===== src/rtl/divider_pkg.sv =====
// Shared types and sizing helpers for the restoring divider.
// The iteration counter must hold 0..2*WIDTH inclusive.
package divider_pkg;

   typedef enum logic [1:0] {
      IDLE,
      RUN,
      DONE
   } div_state_t;

   localparam int DIV_DEFAULT_WIDTH = 24;

   function automatic int div_cnt_w(input int width);
      return $clog2(2 * width + 1);
   endfunction

   localparam int DIV_CNT_W = div_cnt_w(DIV_DEFAULT_WIDTH);

endpackage


===== src/rtl/divider_step.sv =====
// One restoring-division iteration: shift in the next dividend bit,
// then subtract the divisor if it fits.
module div_step #(
   parameter int WIDTH = 24
) (
   input  logic [WIDTH:0]   rem_in,
   input  logic             bit_in,
   input  logic [WIDTH-1:0] divisor,
   output logic [WIDTH:0]   rem_out,
   output logic             q_bit
);

   logic [WIDTH:0] shifted;
   logic [WIDTH:0] divisor_ext;
   logic [WIDTH:0] diff;

   // rem_in is always below the divisor, so its top bit is zero and
   // the shifted value still fits in WIDTH+1 bits.
   always_comb begin
      shifted     = {rem_in[WIDTH-1:0], bit_in};
      divisor_ext = {1'b0, divisor};
      diff        = shifted - divisor_ext;
      q_bit       = (shifted >= divisor_ext);
      rem_out     = q_bit ? diff : shifted;
   end

endmodule


===== src/rtl/divider.sv =====
// Sequential restoring divider: 2*WIDTH-bit dividend by WIDTH-bit divisor,
// one quotient bit per cycle, with a start/ready/done handshake.
module divider
   import divider_pkg::*;
#(
   parameter int WIDTH = 24
) (
   input  logic                 clk,
   input  logic                 rst,
   input  logic                 start,
   input  logic [2*WIDTH-1:0]   dividend,
   input  logic [WIDTH-1:0]     divisor,
   output logic                 ready,
   output logic                 done,
   output logic [2*WIDTH-1:0]   quotient,
   output logic [WIDTH-1:0]     remainder,
   output logic                 div_by_zero
);

   localparam int CNT_W = div_cnt_w(WIDTH);
   localparam logic [CNT_W-1:0] LAST_STEP = CNT_W'(2 * WIDTH - 1);

   div_state_t          state_q, state_d;
   logic [CNT_W-1:0]    cnt_q;
   logic [2*WIDTH-1:0]  dvd_q;
   logic [2*WIDTH-1:0]  quo_q;
   logic [WIDTH:0]      prem_q;
   logic [WIDTH-1:0]    dvsr_q;
   logic                dz_pend_q;

   logic                accept;
   logic                last_step;
   logic                dz_fire;
   logic [WIDTH:0]      step_rem;
   logic                step_q;

   div_step #(
      .WIDTH(WIDTH)
   ) u_step (
      .rem_in  (prem_q),
      .bit_in  (dvd_q[2*WIDTH-1]),
      .divisor (dvsr_q),
      .rem_out (step_rem),
      .q_bit   (step_q)
   );

   always_comb begin
      state_d   = state_q;
      accept    = 1'b0;
      last_step = 1'b0;
      dz_fire   = 1'b0;
      ready     = (state_q == IDLE);
      case (state_q)
         IDLE: begin
            if (start) begin
               accept  = 1'b1;
               state_d = (divisor == '0) ? DONE : RUN;
            end
         end
         RUN: begin
            if (cnt_q == LAST_STEP) begin
               last_step = 1'b1;
               state_d   = DONE;
            end
         end
         DONE: begin
            // A zero divisor skips RUN; its results are published on the
            // way out of DONE so done lands two cycles after acceptance.
            dz_fire = dz_pend_q;
            state_d = IDLE;
         end
         default: state_d = IDLE;
      endcase
   end

   always_ff @(posedge clk or negedge rst) begin
      if (!rst) begin
         state_q <= IDLE;
      end else begin
         state_q <= state_d;
      end
   end

   always_ff @(posedge clk or negedge rst) begin
      if (!rst) begin
         cnt_q       <= '0;
         dvd_q       <= '0;
         quo_q       <= '0;
         prem_q      <= '0;
         dvsr_q      <= '0;
         dz_pend_q   <= 1'b0;
         done        <= 1'b0;
         quotient    <= '0;
         remainder   <= '0;
         div_by_zero <= 1'b0;
      end else begin
         done <= last_step | dz_fire;

         if (accept) begin
            dvd_q     <= dividend;
            dvsr_q    <= divisor;
            prem_q    <= '0;
            quo_q     <= '0;
            cnt_q     <= '0;
            dz_pend_q <= (divisor == '0);
         end else if (state_q == RUN) begin
            dvd_q  <= {dvd_q[2*WIDTH-2:0], 1'b0};
            prem_q <= step_rem;
            quo_q  <= {quo_q[2*WIDTH-2:0], step_q};
            cnt_q  <= cnt_q + CNT_W'(1);
         end

         if (last_step) begin
            quotient    <= {quo_q[2*WIDTH-2:0], step_q};
            remainder   <= step_rem[WIDTH-1:0];
            div_by_zero <= 1'b0;
         end else if (dz_fire) begin
            quotient    <= '1;
            remainder   <= dvd_q[WIDTH-1:0];
            div_by_zero <= 1'b1;
         end
      end
   end

endmodule


===== config.mk =====
export PLATFORM = sky130hd
export DESIGN_NAME = divider
export DESIGN_NICKNAME = d
export VERILOG_FILES = /design/src/rtl/divider_pkg.sv /design/src/rtl/divider_step.sv /design/src/rtl/divider.sv
export SDC_FILE = /design/constraint.sdc
export NUM_CORES = 1
export LEC_CHECK = 0
export BUFFER_PORTS_ARGS = -buffer_cell sky130_fd_sc_hd__buf_2
export CAP_MARGIN = 30
export CORE_MARGIN = 1
export CORE_UTILIZATION = 32
export DETAILED_ROUTE_END_ITERATION = 7
export GPL_TIMING_DRIVEN = 0
export PLACE_DENSITY = 0.45
export SLEW_MARGIN = 40
export SYNTH_ARGS = -nofsm -noshare
export SYNTH_HDL_FRONTEND = slang
export SYNTH_SLANG_ARGS = --single-unit

===== constraint.sdc =====
create_clock -name clk -period 3.7 [get_ports clk]
set_clock_uncertainty 0.1 [all_clocks]
set_input_delay 0.185 -clock clk [delete_from_list [all_inputs] [get_ports clk]]
set_output_delay 0.185 -clock clk [all_outputs]
set_load 0.02 [all_outputs]

==> summary.txt, run 1 <==
Routing
  • DRC Markers: 0
  • Vias per Instance: 4.93
  • Drt pass-1 iters: 5
  • WL/cell: 18.1 um
  • Drt total wl: 35.0 mm
  • Vias post-DR: 9551
  • Detail Route Antenna Nets: 0
  • Iter 0 DRT Violations: 591

GRT
  • Largest net degree at the start of global routing: 62
  • GRT Max-Usage Layer: met2
  • M2 GR Usage: 33.8%
  • GR Util met3: 3.15%
  • GRT Total Usage: 20.3%
  • Vias in the first global route: 9853
  • Grt total ovfl: 0
  • Met1 usage: 27.6%
  • Initial antenna violation count: 2
  • First-pass GRT wire length: 56.3 mm

Clock network
  • Root Driver: clkbuf_16
  • PostCTS Resize Cnt: 0
  • Worst-Skew Late Latency: 0.55 ns
  • CTS Sinks: 226
  • CTS H-tree depth: 1
  • CTS tree: done
  • Maximum clock path buffer count: 3
  • Num CTS Buffers: 27
  • Clock-pin slew on the worst setup and hold paths: 0.06 ns

Yosys
  • Synthesis Warnings: 0
  • Share of the synthesized area in the top cell type: 51.6%
  • Post-synth top flop: dfrtp_1
  • Syn Inst Count: 1210
  • Post-synth EDFFs: 0
  • Area contributors post-synth: dfrtp_1 52%, nand2_1 12%, o21ai_0 6.7%, a22oi_1 3.4%, ha_1 2.9%
  • Avg Cell Area, Syn: 9.05 sq um
  • Mapped cell area: 11000 sq um
  • Ys async rst share: 100%
  • Yosys cell types: 75
  • Post-Syn Nets: 1311
  • Register area share after synthesis: 51.6%
  • Cell accounting for the most synthesized area: dfrtp_1
  • Synth Register Bits: 226

Power and ir drop
  • PD cells: 894 nW/um^2
  • Max IR drop VDD: 0.418 mV
  • Pwr Total: 12500 uW
  • Leakage: 0.00688 uW

Placed design
  • Hpwl dp: 25.2 mm
  • Port Buf Inserts: 149
  • Post-Place Cell Area: 12400 sq um
  • Inst Count DP: 1811
  • Routability-driven placement congestion ratio: 0.878
  • Setup Slack @ Placement: 0.409 ns

Timing
  • Final period util: 88.7%
  • Final setup viols: 0
  • RSZ-0062 raised after global routing: false
  • Hold Violations, Final: 0
  • Final setup margin: 0.417 ns
  • Minimum clock period: 3.28 ns
  • Max_slew headroom: 47.6%
  • Pins Over Slew Limit: 0
  • Least-Margin Pin Slew: 0.786 ns
  • Hold WS: 0.0272 ns
  • Max Fclk: 305 MHz

Die
  • Starting Density: 32.6%
  • Core Rows: 67
  • Ports: 150
  • Core area: 33600 sq um
  • Die Span Y: 187 um
  • Die area: 35000 sq um
  • Chip width: 187 um

Worst setup path
  • Crit Path Class: flip-flop to flip-flop
  • CP Capture Type: flip-flop
  • Critical Path AT: 3.58 ns
  • Crit-path max FO: 4
  • R2R setup slack: 0.42 ns
  • CP Launch Type: flip-flop
  • Required time of the critical path: 4.00 ns

Cells and area
  • Commonest non-fill, non-tap cell in the layout: nand2_1
  • Post-Layout Inst Area: 14000 sq um
  • Most frequent cells in the layout: 357 x nand2_1, 226 x dfrtp_1, 154 x buf_2, 146 x o21ai_0, 74 x dlygate4sd3_1
  • Layout Cells excl Fill: 1936
  • Layout cell share with drive strength beyond 1: 15.8%
  • Area grow syn2layout: 28.1%
  • NumNets Final: 1567

Run
  • Max-cap viol count: 0

Status
  • Outcome: finished, final reports clean

Min path
  • Hold Crit Class: input port to asynchronous set/reset pin
==> sequential cells by signal, indices dropped and copies added (netlist names) <==
| signal | flops |
|---|---|
| done | 1 |
| quo_q | 47 |
| dz_pend_q | 1 |
| dvd_q | 48 |
| cnt_q | 6 |
| quotient | 48 |
| div_by_zero | 1 |
| state_q | 2 |
| remainder | 24 |
| dvsr_q | 24 |
| prem_q | 24 |
==> path summary, 6_finish.rpt <==
kind                                       start                         to  cells past startpoint
max                        dvd_q[47]$_DFFE_PN0P_  remainder[16]$_DFFE_PN0P_                     11
min                                          rst      dvd_q[29]$_DFFE_PN0P_                      2
max reg2reg                dvd_q[47]$_DFFE_PN0P_  remainder[16]$_DFFE_PN0P_                     11
min reg2reg                 cnt_q[5]$_DFFE_PN0P_       cnt_q[5]$_DFFE_PN0P_                      1
max in group asynchronous                    rst   quotient[24]$_DFFE_PN0P_                      4
min in group clk                      divisor[0]      dvsr_q[0]$_DFFE_PN0P_                      4
==> stage by stage <==
stage	setup TNS, ns	util [%]
CTS	0	41.7
global placement	-461.54	36.5
finish	0	41.8
floorplan	0	-
global route	0	41.8
detailed placement	0	36.8
==> synthesized netlist by cell type (all sizes together), types with 4 or more instances <==
cell and count:
nand2 358, dfrtp 226, o21ai 167, clkbuf 58, a22oi 50, a21oi 41, nor2 32, inv 31
ha 25, buf 23, a211oi 21, nor2b 20, mux2i 18, nand3 17, a31oi 12, nor3 10
nor4 9, nand4 8, a21o 7, o31ai 6, xnor2 6, xor2 6, and2 4, nand2b 4
o21a 4
==> routing by layer <==
| metal | vias to the layer above | part of all wire (%) |
|---|---|---|
| met5 | - | 0 |
| li1 | 4676 | - |
| met2 | 178 | 47 |
| met3 | 45 | 4.1 |
| met1 | 4652 | 46 |
| met4 | 0 | 2.1 |
==> where the power goes <==
group / switching [uW] / total [uW] / internal [uW]
registers: 598 / 3990 / 3390
logic: 3790 / 5800 / 2010
clock network: 1090 / 2750 / 1660
total: 5480 / 12500 / 7060
==> cell families (layout without fill, tap and decap cells) <==
group / count (synthesis) / count (layout) / synth area share [%]
fa+ha+maj: 26 / 26 / 3.04
xor+xnor: 12 / 12 / 0.959
simple gates: 481 / 481 / 18.8
mux: 21 / 21 / 1.99
compound gates: 332 / 332 / 19.3
flops: 226 / 226 / 51.6
other cells: 0 / 2 / 0
buf+inv: 112 / 388 / 4.25
==> worst max-delay path, cell delays in order, from the launching register on <==
cell and delay (ns):
dfrtp_1 0.35, inv_1 0.17, ha_1 0.20, inv_1 0.05, fa_1 0.40, a21o_1 0.24
a311oi_2 0.37, o21a_1 0.26, o31ai_1 0.15, and4_1 0.26, o31ai_2 0.43, a31oi_1 0.15
==> layout make-up <==
cell class / instances / area, sq um
Clock buffer: 39 / 771
Tap cell: 448 / 561
Sequential cell: 226 / 5660
Timing Repair Buffer: 227 / 1600
Antenna cell: 2 / 5.00
Multi-Input combinational cell: 872 / 4830
Buffer: 81 / 350
Clock inverter: 10 / 146
Inverter: 31 / 116
Fill cell: 3445 / 19600
==> what timing repair did <==
| item | 4_1_cts | 5_1_grt |
|---|---|---|
| endpoints found under the hold margin | 186 | 0 |
| hold buffers | 74 | 0 |
| buffers inserted | 0 | 0 |
| setup endpoints to repair | 0 | 0 |
Power figures use the tool's default switching activity.
==> run 2: changes to the inputs <==
--- a/config.mk
+++ b/config.mk
@@ -11,6 +11,7 @@
 export CORE_UTILIZATION = 32
 export DETAILED_ROUTE_END_ITERATION = 7
 export GPL_TIMING_DRIVEN = 0
+export MAX_ROUTING_LAYER = met4
 export PLACE_DENSITY = 0.45
 export SLEW_MARGIN = 40
 export SYNTH_ARGS = -nofsm -noshare
==> summary.txt, run 2 (synthesis gave the netlist of run 1 again) <==
Cells and area
  • Largest regs: dvd_q (48), quotient (48), quo_q (47)
  • Fillers: 3406 (-1.1%)
  • NumNets Final: 1568 (+0.064%)
  • Post-Layout Inst Area: 14100 sq um (+0.43%)
  • Most frequent cells in the layout: 357 x nand2_1, 226 x dfrtp_1, 154 x buf_2, 146 x o21ai_0, 75 x dlygate4sd3_1
  • Layout Utilization: 41.9% (+0.18 points)
  • Layout cell share with drive strength beyond 1: 15.9% (+0.13 points)
  • Commonest non-fill, non-tap cell in the layout: nand2_1
  • Area grow syn2layout: 28.7%

Clock network
  • Worst-Skew Late Latency: 0.55 ns (about the same)
  • Setup Buffers After CTS: 0 (unchanged)
  • Maximum clock path buffer count: 3 (unchanged)
  • CTS H-tree depth: 1 (unchanged)
  • Root Driver: clkbuf_16
  • CTS Sinks: 226 (unchanged)
  • CTS tree: done
  • Clock-pin slew on the worst setup and hold paths: 0.06 ns (about the same)
  • Num CTS Buffers: 27 (unchanged)

Placed design
  • Post-Place Cell Area: 12400 sq um (about the same)
  • Hpwl dp: 25.1 mm (-0.15%)
  • Routability-driven placement congestion ratio: 0.853 (-2.8%)
  • Port Buf Inserts: 149 (unchanged)

Worst setup path
  • Buf/Inv on CP: 2 (unchanged)
  • Slowest CP cell: o31ai_2
  • CP Capture Type: flip-flop
  • CP max stage delay: 0.42 ns (about the same)
  • Required time of the critical path: 4.00 ns (about the same)
  • Crit path cell chain: inv_1 > ha_1 > inv_1 > fa_1 > a21o_1 > a311oi_2 > o21a_1 > o31ai_1 > and4_1 > o31ai_2 > a31oi_1
  • Crit-path max FO: 4 (unchanged)
  • Most Frequent Cell on Critical Path: inv_1
  • Crit Path Class: flip-flop to flip-flop
  • Critical Path AT: 3.57 ns (about the same)
  • CP Launch Type: flip-flop
  • CP top delay family: compound AO/OA/AOI/OAI gates

Die
  • Ports: 150 (unchanged)
  • Starting Density: 32.6% (unchanged)
  • Chip width: 187 um (unchanged)
  • Die Span Y: 187 um (unchanged)
  • Die area: 35000 sq um (unchanged)
  • Core area: 33600 sq um (unchanged)
  • Core Rows: 67 (unchanged)

Timing
  • Final setup viols: 0 (unchanged)
  • Least-Margin Pin Slew: 0.844 ns (+0.0581 ns)
  • RSZ-0062 raised after global routing: false
  • Pins Over Slew Limit: 0 (unchanged)
  • Minimum clock period: 3.27 ns (-0.0148 ns)
  • Final period util: 88.3% (-0.40 points)
  • Max Fclk: 306 MHz (+0.45%)
  • Hold Violations, Final: 0 (unchanged)
  • Total negative slack: 0 ns (unchanged)
  • Max_slew headroom: 43.0% (-4.6 points)

GRT
  • GRT Total Usage: 20.9% (+0.66 points)
  • Largest net degree at the start of global routing: 66 (+6.5%)
  • Vias in the first global route: 9937 (+0.85%)
  • First-pass GRT wire length: 56.7 mm (+0.65%)
  • Grt total ovfl: 0 (unchanged)
  • Initial antenna violation count: 3 (+1)

Min path
  • Hold Crit Class: input port to asynchronous set/reset pin

Power and ir drop
  • Net Switching: 5510 uW (+0.44%)
  • Leakage: 0.00692 uW (+0.49%)
  • P_int: 7210 uW (+2.0%)
  • PD cells: 902 nW/um^2 (+0.89%)
  • Combinational cell fraction of total power: 45.9% (-0.4 points)
  • Max IR drop VDD: 0.430 mV (+2.9%)
  • Clock share of power: 22.7% (+0.8 points)
  • Switch share: 43.3% (-0.38 points)
  • Part of the power in registers: 31.4% (-0.4 points)

Routing
  • Vias post-DR: 9575 (+0.25%)
  • Vias per Instance: 4.94 (+0.20%)
  • Drt total wl: 35.1 mm (+0.35%)
  • Detail Route Antenna Nets: 0 (unchanged)
  • DRC Markers: 0 (unchanged)
  • Drt pass-1 iters: 4 (-1)
  • Iter 0 DRT Violations: 503 (-15%)
  • WL/cell: 18.1 um (+0.30%)

Status
  • Outcome: finished, final reports clean

Run
  • Max-cap viol count: 0 (unchanged)
## run 2: cell types whose count changed in the layout (fill, tap and decap cells not counted), sizes merged
cell         change
bufinv           +2
clkbuf           -2
clkinvlp         -1
diode            +1
dlygate4sd3      +1
## run 2: repair_timing
action,in CTS,in global routing
hold endpoints to repair,247,0
hold buffers,75,0
resized for setup,0,0
## run 2: cell type report
cell class                      count  area [sq um]  share of cell area (%)
Tap cell                          448           561                    3.98
Multi-Input combinational cell    872          4830                    34.3
Inverter                           31           116                   0.825
Clock buffer                       37           773                    5.49
Antenna cell                        3          7.51                  0.0533
Timing Repair Buffer              228          1620                    11.5
Clock inverter                     11           184                    1.30
Sequential cell                   226          5660                    40.1
Buffer                             81           350                    2.49
## run 2: worst min-delay path: stages
cell	delay, ns
dlygate4sd3_1	0.57
buf_8	0.11
buf_16	0.28
## run 2: layer usage
layer | share of wire (%) | up-vias | track usage (%)
li1 | - | 4678 | -
met1 | 48 | 4689 | 28.2
met2 | 47 | 175 | 33.3
met3 | 3.9 | 33 | 3.21
met4 | 1.8 | 0 | 4.45
met5 | 0 | - | -
## run 2: per-stage QoR
step	setup slack [ns]	cells	power, uW	hold slack (ns)
after detailed placement	0.386	1811	9840	-0.134
after floorplan	1.06	1210	7860	-0.211
after CTS	0.364	1934	12900	0.130
after global routing	0.202	1937	13700	0.154
final	0.432	1937	12700	0.111
after global placement	-2.10	1807	9790	0.302
## run 2: final timing paths
kind                            slack (ns)             startpoint                         to  cells after the start
worst max-delay path                  0.43  dvd_q[47]$_DFFE_PN0P_  remainder[16]$_DFFE_PN0P_                     11
worst min-delay path                  0.11                    rst      dvd_q[31]$_DFFE_PN0P_                      3
worst max register to register        0.43  dvd_q[47]$_DFFE_PN0P_  remainder[16]$_DFFE_PN0P_                     11
worst min register to register        0.38  dvd_q[44]$_DFFE_PN0P_      dvd_q[44]$_DFFE_PN0P_                      2
max in group asynchronous             2.48                    rst   quotient[38]$_DFFE_PN0P_                      5
min in group clk                      0.30           dividend[23]      dvd_q[23]$_DFFE_PN0P_                      4
## run 2: power groups by stage
stage                     clock network, uW  registers (uW)  logic (uW)
after floorplan                           0            4170        3700
after global placement                    0            4030        5760
after detailed placement                  0            4020        5820
after CTS                              2960            4000        5910
after global routing                   3060            4110        6510
final                                  2890            4000        5830
